## src/rtl/qu_common_pkg.sv

```systemverilog
// Shared reservation-station definitions.
// Package qu_common: default depth and tag width for res_st_ctrl, and the
// per-entry control-state type res_st_ctrl_t.
package qu_common;

    localparam int QU_RES_ST_DEPTH = 32;
    localparam int QU_TAG_W        = 6;

    // Control bits kept per entry; the producer tags live beside it in
    // arrays sized by the instance's TAG_W.
    typedef struct packed {
        logic valid;
        logic rdy1;
        logic rdy2;
    } res_st_ctrl_t;

endpackage

```

## src/rtl/res_st_ctrl_prio_enc.sv

```systemverilog
// prio_enc: lowest-index priority search.
// Ports:
//   req   - request vector, bit i set means candidate i
//   found - any request set
//   idx   - index of the lowest set bit (0 when none)
module prio_enc #(
    parameter  int N  = 32,
    localparam int AW = (N > 1) ? $clog2(N) : 1
) (
    input  logic [N-1:0]  req,
    output logic          found,
    output logic [AW-1:0] idx
);

    always_comb begin
        found = |req;
        idx   = '0;
        // Scan downward so the lowest set bit is the last one written.
        for (int i = N - 1; i >= 0; i--) begin
            if (req[i]) idx = AW'(i);
        end
    end

endmodule

```

## src/rtl/res_st_ctrl.sv

```systemverilog
// res_st_ctrl: reservation-station control. Tracks per-entry valid and
// operand-ready state, allocates the lowest free entry, wakes operands from
// the CDB and selects one ready entry to issue.
// Ports:
//   clk, rst                     - clock, async active-low reset
//   alloc_valid/alloc_ready      - dispatch handshake
//   alloc_rs{1,2}_rdy/_tag       - operand state of the dispatched op
//   st_wr_en/st_wr_addr          - payload storage write strobe/index
//   cdb_valid/cdb_tag            - result broadcast
//   issue_valid/ready/addr       - issue handshake and entry index
//   flush                        - drop all entries
//   occupancy                    - number of valid entries
// Build option: define QU_RES_ST_AGE_SEL_EN to issue the oldest ready entry
// (age matrix); otherwise the lowest-index ready entry issues.
module res_st_ctrl
    import qu_common::*;
#(
    parameter  int RES_ST_DEPTH = QU_RES_ST_DEPTH,
    parameter  int TAG_W        = QU_TAG_W,
    localparam int AW           = $clog2(RES_ST_DEPTH)
) (
    input  logic             clk,
    input  logic             rst,
    input  logic             alloc_valid,
    output logic             alloc_ready,
    input  logic             alloc_rs1_rdy,
    input  logic             alloc_rs2_rdy,
    input  logic [TAG_W-1:0] alloc_rs1_tag,
    input  logic [TAG_W-1:0] alloc_rs2_tag,
    output logic             st_wr_en,
    output logic [AW-1:0]    st_wr_addr,
    input  logic             cdb_valid,
    input  logic [TAG_W-1:0] cdb_tag,
    output logic             issue_valid,
    input  logic             issue_ready,
    output logic [AW-1:0]    issue_addr,
    input  logic             flush,
    output logic [AW:0]      occupancy
);

    localparam logic [AW:0] FULL = (AW + 1)'(RES_ST_DEPTH);

    res_st_ctrl_t [RES_ST_DEPTH-1:0]             ent;
    logic         [RES_ST_DEPTH-1:0][TAG_W-1:0]  tag1;
    logic         [RES_ST_DEPTH-1:0][TAG_W-1:0]  tag2;

    logic [RES_ST_DEPTH-1:0] free_vec;
    logic [RES_ST_DEPTH-1:0] rdy_vec;
    logic [RES_ST_DEPTH-1:0] sel_vec;
    logic                    free_found;
    logic                    sel_found;
    logic [AW-1:0]           free_idx;
    logic [AW-1:0]           sel_idx;
    logic                    alloc_fire;
    logic                    issue_fire;
    logic                    alloc_rdy1;
    logic                    alloc_rdy2;

    always_comb begin
        for (int i = 0; i < RES_ST_DEPTH; i++) begin
            free_vec[i] = ~ent[i].valid;
            rdy_vec[i]  = ent[i].valid & ent[i].rdy1 & ent[i].rdy2;
        end
    end

    prio_enc #(.N(RES_ST_DEPTH)) u_free (
        .req   (free_vec),
        .found (free_found),
        .idx   (free_idx)
    );

`ifdef QU_RES_ST_AGE_SEL_EN
    // older[i][j] = entry i was allocated before entry j.
    logic [RES_ST_DEPTH-1:0][RES_ST_DEPTH-1:0] older;

    // Keep only the ready entry that no other ready entry predates; the
    // result is one-hot, so the encoder just converts it to an index.
    always_comb begin
        sel_vec = rdy_vec;
        for (int i = 0; i < RES_ST_DEPTH; i++) begin
            for (int j = 0; j < RES_ST_DEPTH; j++) begin
                if (rdy_vec[j] && older[j][i]) sel_vec[i] = 1'b0;
            end
        end
    end

    // A new entry is younger than everything: clear its row, set its column.
    always_ff @(posedge clk or negedge rst) begin
        if (!rst) begin
            older <= '0;
        end else if (flush) begin
            older <= '0;
        end else if (alloc_fire) begin
            for (int j = 0; j < RES_ST_DEPTH; j++) begin
                older[free_idx][j] <= 1'b0;
                if (AW'(j) != free_idx) older[j][free_idx] <= 1'b1;
            end
        end
    end
`else
    assign sel_vec = rdy_vec;
`endif

    prio_enc #(.N(RES_ST_DEPTH)) u_sel (
        .req   (sel_vec),
        .found (sel_found),
        .idx   (sel_idx)
    );

    assign alloc_ready = rst && !flush && (occupancy < FULL) && free_found;
    assign alloc_fire  = alloc_valid && alloc_ready;
    assign st_wr_en    = alloc_fire;
    assign st_wr_addr  = alloc_fire ? free_idx : '0;

    // Issue looks at registered state only; a same-cycle CDB hit shows up
    // one cycle later.
    assign issue_valid = sel_found && !flush;
    assign issue_addr  = issue_valid ? sel_idx : '0;
    assign issue_fire  = issue_valid && issue_ready;

    // Same-cycle wakeup bypass for the operands being dispatched.
    assign alloc_rdy1 = alloc_rs1_rdy || (cdb_valid && (cdb_tag == alloc_rs1_tag));
    assign alloc_rdy2 = alloc_rs2_rdy || (cdb_valid && (cdb_tag == alloc_rs2_tag));

    always_ff @(posedge clk or negedge rst) begin
        if (!rst) begin
            ent       <= '0;
            tag1      <= '0;
            tag2      <= '0;
            occupancy <= '0;
        end else if (flush) begin
            ent       <= '0;
            occupancy <= '0;
        end else begin
            for (int i = 0; i < RES_ST_DEPTH; i++) begin
                if (ent[i].valid && cdb_valid) begin
                    if (!ent[i].rdy1 && (tag1[i] == cdb_tag)) ent[i].rdy1 <= 1'b1;
                    if (!ent[i].rdy2 && (tag2[i] == cdb_tag)) ent[i].rdy2 <= 1'b1;
                end
            end
            // free_idx comes from the pre-edge free vector, so it never
            // equals the entry being issued this cycle.
            if (issue_fire) ent[issue_addr].valid <= 1'b0;
            if (alloc_fire) begin
                ent[free_idx].valid <= 1'b1;
                ent[free_idx].rdy1  <= alloc_rdy1;
                ent[free_idx].rdy2  <= alloc_rdy2;
                tag1[free_idx]      <= alloc_rs1_tag;
                tag2[free_idx]      <= alloc_rs2_tag;
            end
            case ({alloc_fire, issue_fire})
                2'b10:   occupancy <= occupancy + 1'b1;
                2'b01:   occupancy <= occupancy - 1'b1;
                default: occupancy <= occupancy;
            endcase
        end
    end

endmodule

```

## config.mk

```make
export PLATFORM = sky130hd
export DESIGN_NAME = res_st_ctrl
export DESIGN_NICKNAME = d
export VERILOG_FILES = /design/src/rtl/qu_common_pkg.sv /design/src/rtl/res_st_ctrl_prio_enc.sv /design/src/rtl/res_st_ctrl.sv
export SDC_FILE = /design/constraint.sdc
export NUM_CORES = 1
export LEC_CHECK = 0
export ABC_AREA = 1
export CORE_UTILIZATION = 50
export CTS_CLUSTER_DIAMETER = 50
export DETAILED_ROUTE_END_ITERATION = 8
export DONT_BUFFER_PORTS = 1
export PLACE_DENSITY = 0.76
export SLEW_MARGIN = 30
export SYNTH_ARGS = -nofsm -noshare
export SYNTH_HDL_FRONTEND = slang
export SYNTH_HIERARCHICAL = 1
export SYNTH_SLANG_ARGS = --single-unit
```

## constraint.sdc

```tcl
create_clock -name clk -period 3.57 [get_ports clk]
set_input_delay 0.8925 -clock clk [delete_from_list [all_inputs] [get_ports clk]]
set_output_delay 0.8925 -clock clk [all_outputs]
set_load 0.01 [all_outputs]
```

## After elaboration in Yosys (flattened, before gate mapping)

Index checks and enable logic that the tools add are counted.

| word-level totals | value |
|---|---|
| bits in registers | 486 |
| input bits | 26 |
| output and inout bits | 19 |
| logic and storage cells | 726 |

| operators by class | value |
|---|---|
| $add $sub $neg | 2 |
| magnitude comparators | 5 |
| eq/ne operators | 68 |
| multiplexer cells | 216 |
| bitwise logic cells | 97 |
| reduce and logical (&&, ||, !) cells | 177 |

Operator list:

| kind | count |
|---|---|
| == test 6 bit | 66 |
| bitwise mux 192 bit | 2 |
| bitwise mux 96 bit | 4 |
| 2-to-1 mux 96 bit | 4 |
| 2-to-1 mux 5 bit | 66 |
| 2-to-1 mux 2 bit | 65 |
| logical AND 1 bit | 106 |
| zero test 1 bit | 65 |
| 2-to-1 mux 1 bit | 65 |
| AND 1 bit | 64 |
| OR reduction 32 bit | 2 |
| demux 3 bit (select 5 bit) | 4 |
| inverter 1 bit | 33 |
| demux 6 bit (select 5 bit) | 1 |
| < comparator 5 x 6 -> 1 bit (second input constant) | 2 |
| 2-to-1 mux 6 bit | 2 |
| one-hot mux 6 bit (2 select lines) | 1 |
| greater-or-equal comparator 5 x 1 -> 1 bit (second input constant) | 2 |
| adder 6 x 1 -> 6 bit (second input constant) | 1 |
| < comparator 6 bit (second input constant) | 1 |
| 2-to-1 mux 3 bit | 2 |
| subtractor 6 x 1 -> 6 bit (second input constant) | 1 |
| nonzero test 3 bit | 1 |
| == test 2 x 1 -> 1 bit (second input constant) | 1 |
| 3 further kinds | 4 |

## Depth between registers and ports, before layout

Gate-level depths: netlist of the first run.

| depth | value |
|---|---|
| depth after elaboration | 47 |
| gate-level depth with buffers | 40 |
| gate-level depth less buffers | 39 |

## By module

The synthesis of the first run kept the hierarchy.

Modules (own cells, without submodules):

| module | instances | cells each | area an instance (µm²) | sequential area each (µm²) |
|---|---|---|---|---|
| res_st_ctrl | 1 | 2757 | 23824.1 | 12161.7 |
| prio_enc | 2 | 107 | 470.5 | 0.0 |

## Worst setup path after synthesis of the first run

OpenSTA, ideal clock, no wires.

| timing path | value |
|---|---|
| kind | reg-to-output |
| start point | register ent[89] (netlist bit) |
| end point | output issue_addr[0] |
| data arrival time | 2320 ps |
| data required time | 2678 ps |
| path slack | 357 ps |
| cell stages (with the launch flop) | 35 |
| path through | dfrtp_1 inv_1 nor3_1 inv_2 nand2_1 nand2_1 nand2_1 nand2_1 nand2_1 nand2_1 nand2_1 nand2_1 nand2_1 nand2_1 nand2_1 nand2_1 nand2_1 nand2_1 nand2_1 nand2_1 nand2_1 nand2_1 nand2_1 nand2_1 nand2_1 nand2_1 nand2_1 nand2_1 nand2_1 nand2_1 nand2_1 nand2_1 a21oi_2 inv_1 nor2_1 |

| between the ends | value |
|---|---|
| word-level cells in the longest chain between the ends | 33 |
| elaborated cells on any way between the ends | 35 |

Ends and longest elaborated chain:

| what | line | text |
|---|---|---|
| start: declaration | res_st_ctrl.sv:43 | `res_st_ctrl_t [RES_ST_DEPTH-1:0] ent;` |
| AND 1 bit (2 in a row) | res_st_ctrl.sv:62 | `rdy_vec[i] = ent[i].valid & ent[i].rdy1 & ent[i].rdy2;` |
| named net rdy_vec[29] | res_st_ctrl.sv:48 | `logic [RES_ST_DEPTH-1:0] rdy_vec;` |
| 2-to-1 mux 5 bit (30 in a row) | res_st_ctrl_prio_enc.sv:20 | `if (req[i]) idx = AW'(i);` |
| named net sel_idx[0] | res_st_ctrl.sv:53 | `logic [AW-1:0] sel_idx;` |
| 2-to-1 mux 5 bit | res_st_ctrl.sv:118 | `assign issue_addr = issue_valid ? sel_idx : '0;` |
| end: declaration | res_st_ctrl.sv:36 | `output logic [AW-1:0] issue_addr,` |

The timed path passes the listed nets, and every way through them passes these cells.

==> results of run 1 <==
-- layout by cell type (no fill, tap or decap), drive strengths merged, types with 4 or more instances in the layout --
master	Yosys	layout
and3	19	19
nand4	35	35
or2	27	27
xnor2	134	134
a21oi	102	102
nor3	60	60
a22o	8	8
buf	77	169
o2111ai	5	5
nand2	711	721
o21ai	488	488
clkinvlp	0	14
nand3	59	59
inv	212	212
dfrtp	486	486
a211oi	19	19
xor2	112	112
a31oi	12	12
bufinv	4	7
o22ai	22	22
a221oi	6	6
nor4	23	23
nor3b	4	4
clkinv	0	21
nor2	178	178
o211ai	35	35
clkbuf	108	86
nand3b	4	4
-- cell families after synthesis --
| kind of cell | Yosys count | share of synthesized area (%) |
|---|---|---|
| DFF | 486 | 49.11 |
| xor gates and xnor gates | 246 | 8.700 |
| AOI/OAI and AO/OA | 715 | 15.74 |
| adders and majority gates | 3 | 0.1516 |
| and+or+nand+nor | 1120 | 19.45 |
| buffers and inverters | 401 | 6.856 |
-- area by class of cell --
type | instances | area (µm²)
Timing Repair Buffer | 184 | 2223
Timing Repair inverter | 8 | 65.06
Multi-Input combinational cell | 2094 | 11940
Tap cell | 664 | 830.8
Sequential cell | 486 | 12160
Inverter | 216 | 927.1
Clock buffer | 71 | 1536
Fill cell | 4030 | 18870
Clock inverter | 30 | 287.8
Antenna cell | 2 | 5.005
-- repair_timing --
action,CTS,global route
hold endpoints to repair,72,46
setup endpoints to repair,11,407
resized for setup,21,502
cloned,0,45
pin swaps,10,67
hold buffers,1,1
setup buffers,6,71
-- worst paths after layout --
| check | slack (ps) | startpoint | endpoint | cells after the start |
|---|---|---|---|---|
| min in group clk | 330 | flush | ent[95] | 1 |
| max | -640 | ent[95] | st_wr_addr[0] | 36 |
| min | 30 | rst | tag1[168] | 0 |
| min reg2reg | 490 | tag2[46] | tag2[46] | 2 |
| max reg2reg | -100 | ent[95] | ent[3] | 45 |
| max in group asynchronous | 2390 | rst | ent[13] | 0 |
-- layer usage --
layer  track usage (%)  vias to the layer above
met2             48.88                     1458
met5                 0                        -
met4             12.88                        0
li1                  -                     9953
met1             40.11                    11070
met3             5.434                      335
-- registers in the layout, indices dropped and copies added, names as in the netlist --
| signal | cells |
|---|---|
| tag1 | 192 |
| tag2 | 192 |
| ent | 96 |
| occupancy | 6 |
-- power by group --
group          switching, mW  internal [mW]  total [mW]
clock                   2.43           3.27        5.69
combinational          0.537          0.321       0.859
sequential            0.0775           5.59        5.67
total                   3.04           9.19        12.2
-- per-stage QoR --
stage | cells | utilization [%] | setup slack [ps] | area (µm²) | power [mW]
global placement | 3528 | 51.97 | -70.18 | 25390 | 6.415
CTS | 3636 | 56.02 | -558.9 | 27370 | 12.08
floorplan | 2971 | - | 357.1 | 24770 | 6.282
detailed placement | 3528 | 51.97 | -79.64 | 25390 | 6.438
global route | 3754 | 61.36 | -896.2 | 29980 | 12.52
finish | 3755 | 61.37 | -640.4 | 29980 | 12.23
==> impl_results.md, run 1 <==
- Number of clock sinks: ~490
- Std-Cell Rows: 81
- WP data arrival: ~3300 ps
- Vias in the first global route: just over 20k
- Largest net degree at the start of global routing: approximately 420
- Synthesis-to-finish area growth: 21.05%
- Hold slack: about 27 ps
- Seq cells post-synth: 486
- First-pass GRT wire length: roughly 120000 µm
- Fmax: about 0.24 GHz
- Most frequent cells after synthesis: 696 x nand2_1, 486 x dfrtp_1, 442 x o21ai_0
- Violated checks: negative setup slack
- Netlist cell types: 49
- Max Cap Violations: 0
- Drt wl/cell: about 22 µm
- Cell Area, Synth: 0.02477 mm²
- Routed Wire Length: roughly 83000 µm
- Die area: between 0.05 and 0.06 mm²
- Most frequent cell after synthesis: nand2_1
- Share of cells above drive strength 1: approximately 18%
- Avg Cell Area, Syn: roughly 8.3 µm²
- Actual slew at the worst max-slew pin: between 1000 and 1500 ps
- DRT iter0 DRCs: ~2.7k
- HP Class: input pin to async pin
- # port buffers: 0
- Placeable Area: around 0.05 mm²
- Top_reg_cell synth: dfrtp_1
- # setup viols final: 40
- Vias per cell: 6.076
- Tcrit/Tclk final: 117.9%
- Initial Utilization: between 50% and 60%
- Leakage power: 13.52 nW
- Crit path launch type: register
- Residual DRC: 0
- Syn_nets: roughly 3.0k
- Asr flop ratio synth: between 90% and 100%
- Clk_skew: about 19 ps
- Crit-path slowest cell: dfrtp_1
- Vert. Die Dim: about 220 µm
- Post-synth top area cell: dfrtp_1
- CP dominant cell by count: nand2_1
- Clock Latency Late Sink: 630 ps
- Vias: 22.81k
- Final max-slew violation count: 0
- GRT overflow: 0
- Clk root buf: clkbuf_16
- Nets@finish: roughly 3.1k
- Top cell type's share of synthesized area: 49.11%
- Buf/Inv on CP: 5
- CTS tree: done
- Routed met3 length: 9007 µm
- Post-synth EDFFs: 0
- Synth area leaders: dfrtp_1 49%, nand2_1 11%, o21ai_0 8.9%
- I/O Pins: 45
- Setup crit end kind: primary output
- Highest Signal Layer: met4
- GP Congestion: between 0.9 and 1
- Seq/Total Area, Yosys: between 40% and 50%
- RSZ-0062 raised after global routing: true
- Met2 WL: ~39000 µm
- YS warnings: 6
- Max_slew headroom: 0.3284%
- Final hold vios: 0
- Routed Antenna Nets: 0
- Global Route Usage Sum: 30.25%
- TritonRoute pass-1 iters: 6
- M1 WL: 31020 µm
- Die W: about 220 µm
- Mapped Cells: between 2k and 3k
- Setup TNS: -3060 ps
- Pwr/cell area: 407.8 mW/mm²
- Final min period: 4210 ps
- CP max FO: 2
- Cell family with most CP delay: simple AND/OR/NAND/NOR gates
- CTS buffer count: 54
- Peak supply drop: 431.6 µV
- Worst EP required: around 2700 ps
- Final worst slack: -640.4 ps
- Clock buffer depth: 3
- Crit Path Class: register to primary output
- HPWL after DPL: around 45000 µm
- Initial antenna violation count: 2
- Status: complete, but fails checks
- Clk slew on worst S/H paths: around 60 ps
- CP peak stage delay: about 400 ps
- # H-tree levels: 2
Power figures use the tool's default switching activity.
==> run 2: changes to the inputs <==
Clock period 3.57 ns to 4.4 ns, I/O delays scaled along.
==> run 2 against run 1 <==
- the flow finishes with violations (max-slew violations, negative setup slack)
- highest routed layer unchanged
- largest cell class unchanged
- utilization is 6.4 points lower
- worst setup slack better by 64 ps
- first-iteration DRC count is 12% lower
==> impl_results.md, run 2 (synthesis gave the netlist of run 1 again) <==
- CTS buffer count: 53
- CP max FO: between 400 and 500
- Status: complete, but fails checks
- Vias per cell: ~5.8
- Tcrit/Tclk final: 113.1%
- Non-Filler Instances: 3584
- Initial antenna violation count: 0
- Final worst slack: -576.3 ps
- I/O Pins: 45
- Clk root buf: clkbuf_16
- TritonRoute pass-1 iters: 8
- CTS tree: done
- Std-Cell Rows: 81
- RSZ-0062 raised after global routing: true
- Placed Cells: around 3.5k
- Cell family with most CP delay: simple AND/OR/NAND/NOR gates
- Crit path cell chain: nand2_1 > inv_1 > nand3_4 > inv_1
- Global Route Usage Sum: between 20 and 30%
- Vias in the first global route: approximately 20k
- Largest net degree at the start of global routing: just under 500
- Violated checks: max-slew violations, negative setup slack
- Psw: approximately 2.3 mW
- M1 WL: slightly below 30000 µm
- Sequential share of power: 48.3%
- Initial Utilization: between 50% and 60%
- Placeable Area: 0.04885 mm²
- Clock Latency Late Sink: between 600 and 700 ps
- CP dominant cell by count: inv_1
- Die W: ~220 µm
- Crit path launch type: input pin
- Clk slew on worst S/H paths: around 60 ps
- Actual slew at the worst max-slew pin: 2573 ps
- Residual DRC: 0
- Number of clock sinks: about 500
- Routed met3 length: between 6000 and 7000 µm
- # setup viols final: 6
- DRT iter0 DRCs: about 2.4k
- Comb pwr share: 5.8%
- CP peak stage delay: 630 ps
- Vias: between 20k and 25k
- # port buffers: 0
- # H-tree levels: 2
- Final max-slew violation count: ~290
- Final min period: roughly 5000 ps
- Pwr/cell area: 355.2 mW/mm²
- Diode count: 0
- Highest Signal Layer: met4
- Power Total: 9.530 mW
- Max Cap Violations: 0
- First-pass GRT wire length: between 100000 and 150000 µm
- Die area: between 0.05 and 0.06 mm²
- GP Congestion: slightly below 1
- WP data arrival: roughly 3900 ps
- Crit-path slowest cell: nand2_1
- Most frequent cells in the layout: 692 x nand2_1, 486 x dfrtp_1, 442 x o21ai_0
- Synthesis-to-finish area growth: 8.351%
- Setup TNS: -2339 ps
- Vert. Die Dim: roughly 220 µm
- Max_slew headroom: -71.53%
- Switch share: roughly 24%
- Final hold vios: 0
- GRT overflow: 0
- # hold bufs at CTS: 0
- Met2 WL: between 30000 and 40000 µm
- Drt wl/cell: between 20 and 25 µm
- Clock power share: roughly 46%
- Top Registers: tag1 (192), tag2 (192), ent (96)
- Crit Path Class: input pin to primary output
- HP Class: input pin to async pin
- Routed Wire Length: 73610 µm
- Commonest non-fill, non-tap cell in the layout: nand2_1
- Peak supply drop: 326.5 µV
- Int Power: between 7 and 8 mW
- Setup crit end kind: primary output
- Clock buffer depth: 3
- Worst EP required: 3300 ps
- Clk_skew: ~30 ps
- Share of cells above drive strength 1: under 10%
- Nets@finish: between 2k and 3k
- Leakage power: 12.17 nW
- Worst reg2reg setup slack: 480 ps
- HPWL after DPL: about 44000 µm
- Routed Antenna Nets: 0
- Buf/Inv on CP: 2
- Fmax: 0.2010 GHz
==> run 2: cell count changes in the layout (fill, tap and decap cells not counted), moves of 17 or more <==
cell	previous run	this run
clkbuf_16	70	53
buf_4	97	40
buf_12	27	1
nand2_2	67	15
buf_6	27	0
o21ai_1	155	46
o21ai_0	292	442
o21ai_2	41	0
nand2_4	23	4
nand2_1	614	692
nand2_8	17	0
==> run 2: worst paths after layout <==
kind                                      to  startpoint  cells past startpoint
worst max register to register       ent[84]     ent[92]                     40
worst max-delay path                st_wr_en         rst                      4
min in group clk                   tag2[111]   tag2[111]                      2
worst min-delay path               tag1[146]         rst                      0
worst min register to register     tag2[111]   tag2[111]                      2
max in group asynchronous       occupancy[1]         rst                      0
==> run 2: through the flow <==
| step | instance area [µm²] | setup slack [ps] | hold WS (ps) | utilization (%) |
|---|---|---|---|---|
| finish | 26830 | -576.3 | 185.4 | 54.93 |
| global route | 26830 | -190.4 | 172.1 | 54.93 |
| global placement | 25060 | 521.3 | 466.2 | 51.30 |
| CTS | 26750 | 7.169 | 187.6 | 54.76 |
| detailed placement | 25060 | 515.9 | 473.2 | 51.30 |
| floorplan | 24770 | 979.6 | 453.0 | - |
==> run 2: area by class of cell <==
class                      count  area, µm²
clock buffer                  68       1423
clock inverter                25      256.5
multi-input combinational   2084      10980
timing repair buffer          41      320.3
tap                          664      830.8
sequential                   486      12160
fill                        4375      22020
inverter                     216      865.8
==> run 2: what timing repair did <==
action / in CTS / in global routing
endpoints found under the setup margin: 1 / 5
pin swaps: 0 / 6
setup buffers: 0 / 3
gates resized for setup: 2 / 19
endpoints found under the hold margin: 0 / 0
==> run 2: power by group through the flow <==
stage	registers (mW)	logic, mW	clock network (mW)
after global routing	4.61	0.599	4.59
after floorplan	4.67	0.429	0
after CTS	4.60	0.538	4.41
after detailed placement	4.68	0.535	0
after global placement	4.68	0.518	0
final	4.60	0.551	4.38
==> run 2: routing by layer <==
| layer | global-route usage (%) | vias to the layer above |
|---|---|---|
| met1 | 38.54 | 10100 |
| met3 | 6.466 | 211 |
| met2 | 47.09 | 935 |
| met4 | 13.67 | 0 |
| met5 | 0 | - |
| li1 | - | 9578 |
